[src/rtl/trace_pkg.sv]
`default_nettype none
// ============================================================================
// Module      : trace_pkg
// Description : Shared types and helpers for the commit trace buffer.
// Revision    : 1.0 - initial release
// ============================================================================
package trace_pkg;

    localparam int c_PCW = 9;

    typedef struct packed {
        logic [c_PCW-1:0] pc;
        logic [c_PCW-1:0] link;
    } trace_entry_t;

    // Minimum bits needed to index n distinct values (1 for n <= 2).
    function automatic int clog2(input int n);
        int r;
        r = 1;
        for (int i = 1; i < 31; i++) begin
            if ((1 << i) < n) r = i + 1;
        end
        return r;
    endfunction

endpackage
`default_nettype wire

[src/rtl/trace_ring.sv]
`default_nettype none
// ============================================================================
// Module      : trace_ring
// Description : DEPTH-entry ring buffer with overwrite-oldest on full.
// Revision    : 1.0 - initial release
// ============================================================================
module trace_ring
    import trace_pkg::*;
#(
    parameter int DEPTH = 16,
    localparam int c_AW = clog2(DEPTH)
) (
    input  logic            clk,
    input  logic            rst,
    input  logic            i_push,
    input  logic            i_pop_req,
    input  trace_entry_t    i_wr_entry,
    output trace_entry_t    o_rd_entry,
    output logic            o_rd_valid,
    output logic [c_AW:0]   o_level,
    output logic            o_overwrite
);

    localparam logic [c_AW:0] c_FULL = (c_AW + 1)'(DEPTH);

    trace_entry_t      r_mem [DEPTH];
    trace_entry_t      r_rd_entry;
    logic              r_rd_valid;
    logic [c_AW-1:0]   r_wr_ptr;
    logic [c_AW-1:0]   r_rd_ptr;
    logic [c_AW:0]     r_level;

    logic w_full;
    logic w_pop;
    logic w_over;

    assign w_full = (r_level == c_FULL);
    assign w_pop  = i_pop_req & (r_level != '0);
    assign w_over = i_push & ~w_pop & w_full;

    // Storage is not reset; its contents are only visible through rd_ptr.
    always_ff @(posedge clk) begin
        if (i_push) r_mem[r_wr_ptr] <= i_wr_entry;
    end

    always_ff @(posedge clk) begin
        if (rst) begin
            r_wr_ptr   <= '0;
            r_rd_ptr   <= '0;
            r_level    <= '0;
            r_rd_valid <= 1'b0;
            r_rd_entry <= '0;
        end else begin
            r_rd_valid <= w_pop;
            if (w_pop) r_rd_entry <= r_mem[r_rd_ptr];
            if (i_push) r_wr_ptr <= r_wr_ptr + c_AW'(1);
            // At full, wr_ptr == rd_ptr, so an overwrite also retires the oldest.
            if (w_pop || w_over) r_rd_ptr <= r_rd_ptr + c_AW'(1);
            if (w_pop && !i_push) begin
                r_level <= r_level - (c_AW + 1)'(1);
            end else if (i_push && !w_pop && !w_full) begin
                r_level <= r_level + (c_AW + 1)'(1);
            end
        end
    end

    assign o_rd_entry  = r_rd_entry;
    assign o_rd_valid  = r_rd_valid;
    assign o_level     = r_level;
    assign o_overwrite = w_over;

endmodule
`default_nettype wire

[src/rtl/commit_trace_buffer.sv]
`default_nettype none
// ============================================================================
// Module      : commit_trace_buffer
// Description : Retirement trace ring, retired counter and hang watchdog.
// Revision    : 1.0 - initial release
// ============================================================================
module commit_trace_buffer
    import trace_pkg::*;
#(
    parameter int DEPTH       = 16,
    parameter int PCW         = c_PCW,
    parameter int CNTW        = 32,
    parameter int WDOG_CYCLES = 1024,
    localparam int c_LW       = clog2(DEPTH) + 1
) (
    input  logic             clk,
    input  logic             rst,
    input  logic             InstDone,
    input  logic [PCW-1:0]   pco,
    input  logic [PCW-1:0]   link,
    input  logic             freeze,
    input  logic             rd_en,
    input  logic             clr_ovf,
    output logic             rd_valid,
    output logic [PCW-1:0]   rd_pc,
    output logic [PCW-1:0]   rd_link,
    output logic [c_LW-1:0]  level,
    output logic             overflow,
    output logic [CNTW-1:0]  retired,
    output logic             hang
);

    localparam int c_WW = clog2(WDOG_CYCLES + 1);
    localparam logic [c_WW-1:0] c_WDOG_MAX = c_WW'(WDOG_CYCLES);

    trace_entry_t     w_wr_entry;
    trace_entry_t     w_rd_entry;
    logic             w_push;
    logic             w_overwrite;
    logic             r_overflow;
    logic [CNTW-1:0]  r_retired;
    logic [c_WW-1:0]  r_wdog;

    // The struct width is fixed by the package; PCW must equal c_PCW.
    assign w_push          = InstDone & ~freeze;
    assign w_wr_entry.pc   = pco;
    assign w_wr_entry.link = link;

    trace_ring #(
        .DEPTH (DEPTH)
    ) u_ring (
        .clk         (clk),
        .rst         (rst),
        .i_push      (w_push),
        .i_pop_req   (rd_en),
        .i_wr_entry  (w_wr_entry),
        .o_rd_entry  (w_rd_entry),
        .o_rd_valid  (rd_valid),
        .o_level     (level),
        .o_overwrite (w_overwrite)
    );

    always_ff @(posedge clk) begin
        if (rst) begin
            r_overflow <= 1'b0;
            r_retired  <= '0;
            r_wdog     <= '0;
        end else begin
            if (w_overwrite) begin
                r_overflow <= 1'b1;
            end else if (clr_ovf) begin
                r_overflow <= 1'b0;
            end
            if (InstDone) r_retired <= r_retired + CNTW'(1);
            if (InstDone) begin
                r_wdog <= '0;
            end else if (r_wdog != c_WDOG_MAX) begin
                r_wdog <= r_wdog + c_WW'(1);
            end
        end
    end

    assign rd_pc    = w_rd_entry.pc;
    assign rd_link  = w_rd_entry.link;
    assign overflow = r_overflow;
    assign retired  = r_retired;
    assign hang     = (r_wdog == c_WDOG_MAX);

endmodule
`default_nettype wire

[config.mk]
export PLATFORM = sky130hd
export DESIGN_NAME = commit_trace_buffer
export DESIGN_NICKNAME = d
export VERILOG_FILES = /design/src/rtl/trace_pkg.sv /design/src/rtl/trace_ring.sv /design/src/rtl/commit_trace_buffer.sv
export SDC_FILE = /design/constraint.sdc
export NUM_CORES = 1
export LEC_CHECK = 0
export ABC_AREA = 0
export BUFFER_PORTS_ARGS = -buffer_cell sky130_fd_sc_hd__buf_2
export CAP_MARGIN = 40
export CORE_MARGIN = 2
export CORE_UTILIZATION = 60
export CTS_BUF_LIST = sky130_fd_sc_hd__clkbuf_4 sky130_fd_sc_hd__clkbuf_8
export CTS_CLUSTER_DIAMETER = 60
export DETAILED_ROUTE_END_ITERATION = 12
export PLACE_DENSITY = 0.79
export SLEW_MARGIN = 40
export SYNTH_ARGS = -nofsm -noshare
export SYNTH_HDL_FRONTEND = slang
export SYNTH_SLANG_ARGS = --single-unit
[constraint.sdc]
create_clock -name clk -period 3.16 [get_ports clk]
set_input_delay 0.158 -clock clk [delete_from_list [all_inputs] [get_ports clk]]
set_output_delay 0.158 -clock clk [all_outputs]
set_load 0.02 [all_outputs]
Word-level counts from Yosys, hierarchy flattened. Memory sizes are Yosys's and may differ from the RTL's. A register that Yosys moved wholly into a read port is not among the register bits. Cells that the tools add are included.

Add/sub/neg operators: 6. Eq/ne operators: 3. Muxes and demuxes: 6. Bitwise operators: 6. Reductions and logical operators: 11.

Operator list (count): adder 32 x 1 -> 32 bit (second input constant) (1); adder 11 x 1 -> 11 bit (second input constant) (1); equality test 11 bit (second input constant) (1); inequality test 11 bit (second input constant) (1); 2-to-1 mux 5 bit (2); adder 4 x 1 -> 4 bit (second input constant) (2); adder 5 x 1 -> 5 bit (second input constant) (1); equality test 5 bit (second input constant) (1); nonzero test 5 bit (1); subtractor 5 x 1 -> 5 bit (second input constant) (1); AND 1 bit (4); 2-to-1 mux 1 bit (4); nonzero test 2 bit (2); logical AND 1 bit (3); zero test 1 bit (3); inverter 1 bit (2); OR reduction 2 bit (1); logical OR 1 bit (1).

Register bits after elaboration: 58. Memory bits (writable): 288. Input bits: 24. Memories: 1.

Memory list: u_ring.r_mem (depth 16, width 18, rd ports 1, clocked after memory_dff 1, write ports 1, RTL line trace_ring.sv:26) `trace_entry_t r_mem [DEPTH];`.

Logic depth before layout (Yosys ltp).
Word-level depth: 7. Depth in mapped cells: 10. Depth with buffers taken out: 8.

Modules after synthesis. A second synthesis with hierarchy kept.

Cell total of the unflattened synthesis: 830. Area, all modules: 14495.2 µm².

By module, submodules not included: trace_ring (times used 1, cells each 599, area an instance 12436.9 µm²); commit_trace_buffer (times used 1, cells each 231, area an instance 2058.2 µm²).

Worst setup path after synthesis. No wires, ideal clock.

Path type: register to register. Start point: register u_ring.r_level[1], in the netlist u_ring.o_level[1]. End point: register u_ring.r_level[4], in the netlist u_ring.o_level[4]. Arrival time: 2631 ps. Required time: 3039 ps. Setup slack: 408 ps. Cell stages (with the launch flop): 11. Buffers on the path: 2. Period minus slack after synthesis: 2752 ps. Cells stage by stage: dfxtp_1 -> buf_6 -> or4_1 -> buf_2 -> o211ai_4 -> xnor2_1 -> ha_1 -> o31ai_1 -> nand2b_1 -> a221oi_1 -> mux2_2.

Longest elaborated chain between the ends: 6. Elaborated cells between the ends (all ways): 13.

Ends and longest elaborated chain: from (decl) (RTL line trace_ring.sv:31) `logic [c_AW:0] r_level;`; from (signal assigned) (RTL line trace_ring.sv:60) `r_level <= r_level - (c_AW + 1)'(1);`; from (signal assigned) (RTL line trace_ring.sv:62) `r_level <= r_level + (c_AW + 1)'(1);`; parallel branches: the longest is 6 deep, another holds adder 5 x 1 -> 5 bit.

Parallel ways; which one is timed is not known. The select of a mux whose other input is x is not followed. A chain may end at the register's enable or synchronous reset.

Worst setup path in the final report. Same ends and word-level chain as after synthesis.

==> results.md <==
- Power share of the clock group: 0.344
- Final WL: 29.4 mm
- Least-Margin Pin Slew: 784 ps
- Post-synthesis cell area: roughly 15000 um^2
- Placement Setup Slack: 298 ps
- Tot Pwr: between 10000 and 15000 uW
- Cell count after synthesis: 850
- RSZ-0062 raised after global routing: no
- Layout area overhead: 15.5%
- Cts hold-fix bufs: 23
- Slew HR: 0.475
- Skew-Pair Late Insertion Delay: 600 ps
- Final period util: 0.905
- Setup WS post-layout: about 300 ps
- DRC: 0
- Internal power: 8400 uW
- Min-Delay Path Class: primary input to flip-flop
- Total GRT Usage: 0.233
- Syn Nets: 884
- # fillers: 1426
- Setup CP Type: flip-flop to flip-flop
- Crit-path slowest cell: or4_1
- Setup Viol. Count Final: 0
- Max FO, Critical Path: 9
- Die width: 160 um
- Remaining antenna violation count: 0
- Top cells by count, synth: edfxtp_1, dfxtp_1, mux4_2
- CTS Buf Count: 54
- Final min period: 2860 ps
- Final nets: 1026
- DR vias: 8103
- DIE HEIGHT: 160 um
- Final core utilization: 0.712
- Sw Ratio: 0.258
- Max H-tree Level: 2
- Startpoint types: flip-flop
- Ranking of synthesized cells by area: edfxtp_1, mux4_2, dfxtp_1
- Setup Buffers After CTS: 0
- Gr ovfl total: 0
- Seq. cell area: 10200 um^2
- Fin. max-slew vios: 0
- Die ar.: 25500 um^2
- Final cell count without fillers: 1356
- Post-synthesis cell type count: between 50 and 60
- Combinational power share: 0.163
- Maximum VDD drop: 0.580 mV
- Pre-antenna DRT Iters: 5
- Status: complete, no violations
- Seq pwr share: 0.493
- Post-synth top area share: 0.594
- Max Cap Violations: 0
- Number of diodes: 0
- Initial antenna violation count: 0
- Starting DRT DRC Count: 875
- Leakage: 0.00566 uW
- Rows: 56
- Core area: 23600 um^2
- CP endpoint kind: flip-flop
- Sw power: 2930 uW
- CTS max path bufs: 3
- Fmax: between 300 and 400 MHz
- WP data arrival: between 3000 and 4000 ps
- HPWL Detailed: ~18 mm
- Clk_skew: 31.9 ps
- Yosys warns: 0
- Initial core utilization: 0.616
- Num Clock Sinks: 364
- Routed wire length per instance: approximately 22 um
- Worst path cell trace: or4_1 > o211ai_4 > xnor2_1 > ha_1 > o31ai_1 > nand2b_1 > a221oi_1 > mux2_2
- Most frequent cell after synthesis: edfxtp_1
- Average size of a mapped cell: between 15 and 20 um^2
- Share of flip-flops with an asynchronous set or reset: 0
- PostCTS Resize Cnt: 0
- GP Congestion: 0.815
- Post-synthesis register bit count: 364
- Final TNS setup: 0 ps
- Root Buffer: clkbuf_8
- CTS tree: yes
- Fraction of layout cells with a size suffix above 1: 0.335
- Worst stage delay on the critical path: 700 ps
- Vias per inst: 5.98
- Largest net degree at the start of global routing: 47
- Predominant post-synthesis flop cell: edfxtp_1
- Post-synth top area cell: edfxtp_1
- PwrDens: 674 nW/um^2
- Number of global-route vias before repair: slightly above 8000
- First-pass GRT wire length: 45.2 mm
- Final Hold Viols: 0
- WP data required: approximately 3600 ps
- PortBufs: slightly above 80
- Sequential-to-total area share from yosys stat: 0.699
- Post-synth EDFFs: 288
- Post-Place Cells: 1232
- # IOs: 82
- Multi-input logic area: slightly above 4000 um^2
- Clock transition at path regs: 60 ps
[state kept, by name, summed over array words and instances (netlist names)]
name / count
u_ring.o_level: 5
u_ring.o_rd_valid: 1
overflow: 1
retired: 32
u_ring.o_rd_entry: 18
u_ring.r_mem: 288
u_ring.r_rd_ptr: 4
r_wdog: 11
u_ring.r_wr_ptr: 4
[area by class of cell]
cell class,count,share of cell area
multi-input combinational,429,0.247
clock buffer,91,0.0645
inverter,10,0.00223
timing repair buffer,133,0.0530
tap,319,0.0237
clock inverter,10,0.00394
sequential,364,0.606
[critical path: cells and delay by family, from the launching register on]
family | cells | cell delay (ps)
and+or+nand+nor | 2 | 800
DFF | 1 | 400
muxes | 1 | 360
AOI/OAI and AO/OA | 3 | 850
xor gates and xnor gates | 1 | 100
adders and majority gates | 1 | 240
[logic make-up (layout without fill, tap and decap cells)]
family                     after synthesis  after routing  synth area share
buffers and inverters                   57            244            0.0194
AOI/OAI and AO/OA                       69             69            0.0363
DFF                                    364            364             0.699
adders and majority gates               10             10           0.00860
and+or+nand+nor                        204            204            0.0737
xor gates and xnor gates                23             23            0.0138
muxes                                  123            123             0.149
[power groups by stage]
stage	Sequential, uW	Combinational (uW)	Clock, uW
3_5_place_dp	5680	1830	0
4_1_cts	5580	1860	3960
2_1_floorplan	5640	1330	0
5_1_grt	5600	1970	4180
3_3_place_gp	5680	1790	0
6_report	5580	1840	3900
[metal layers]
layer  global-route usage  up-vias  wire (um)
li1                     -     3668          -
met1                0.311     4104      12000
met2                0.398      278      15000
met3               0.0361       53       1590
met4               0.0760        0        697
met5                    0        -          0
[final timing paths]
kind / startpoint / to / slack, ps / cells after the start
worst max-delay path: u_ring.o_level[1] / u_ring.o_level[4] / 300 / 8
worst min-delay path: freeze / u_ring.r_wr_ptr[3] / 140 / 5
worst max register to register: u_ring.o_level[1] / u_ring.o_level[4] / 300 / 8
worst min register to register: overflow / overflow / 470 / 2
[layout by cell type (no fill, tap or decap), drive strengths merged, types with 6 or more instances in the layout]
cell         count
clkbuf          91
nand4           18
and4             6
o31ai            8
ha              10
o21ai           11
dfxtp           76
mux2i           21
nand2b           7
buf            110
a221o           18
nor2            71
a21oi           21
dlygate4sd3     23
nand3           16
edfxtp         288
clkinv           8
nor2b           10
mux4            72
inv             11
xnor2            9
or4              9
mux2            30
nand2           23
or3              8
xor2            14
nor3            20
[through the flow]
step	hold WS, ps	instance area (um^2)
5_1_grt	168	16800
4_1_cts	94.2	16800
6_report	140	16800
2_1_floorplan	257	14500
3_3_place_gp	421	15400
3_5_place_dp	434	15400
Power figures use the tool's default switching activity.
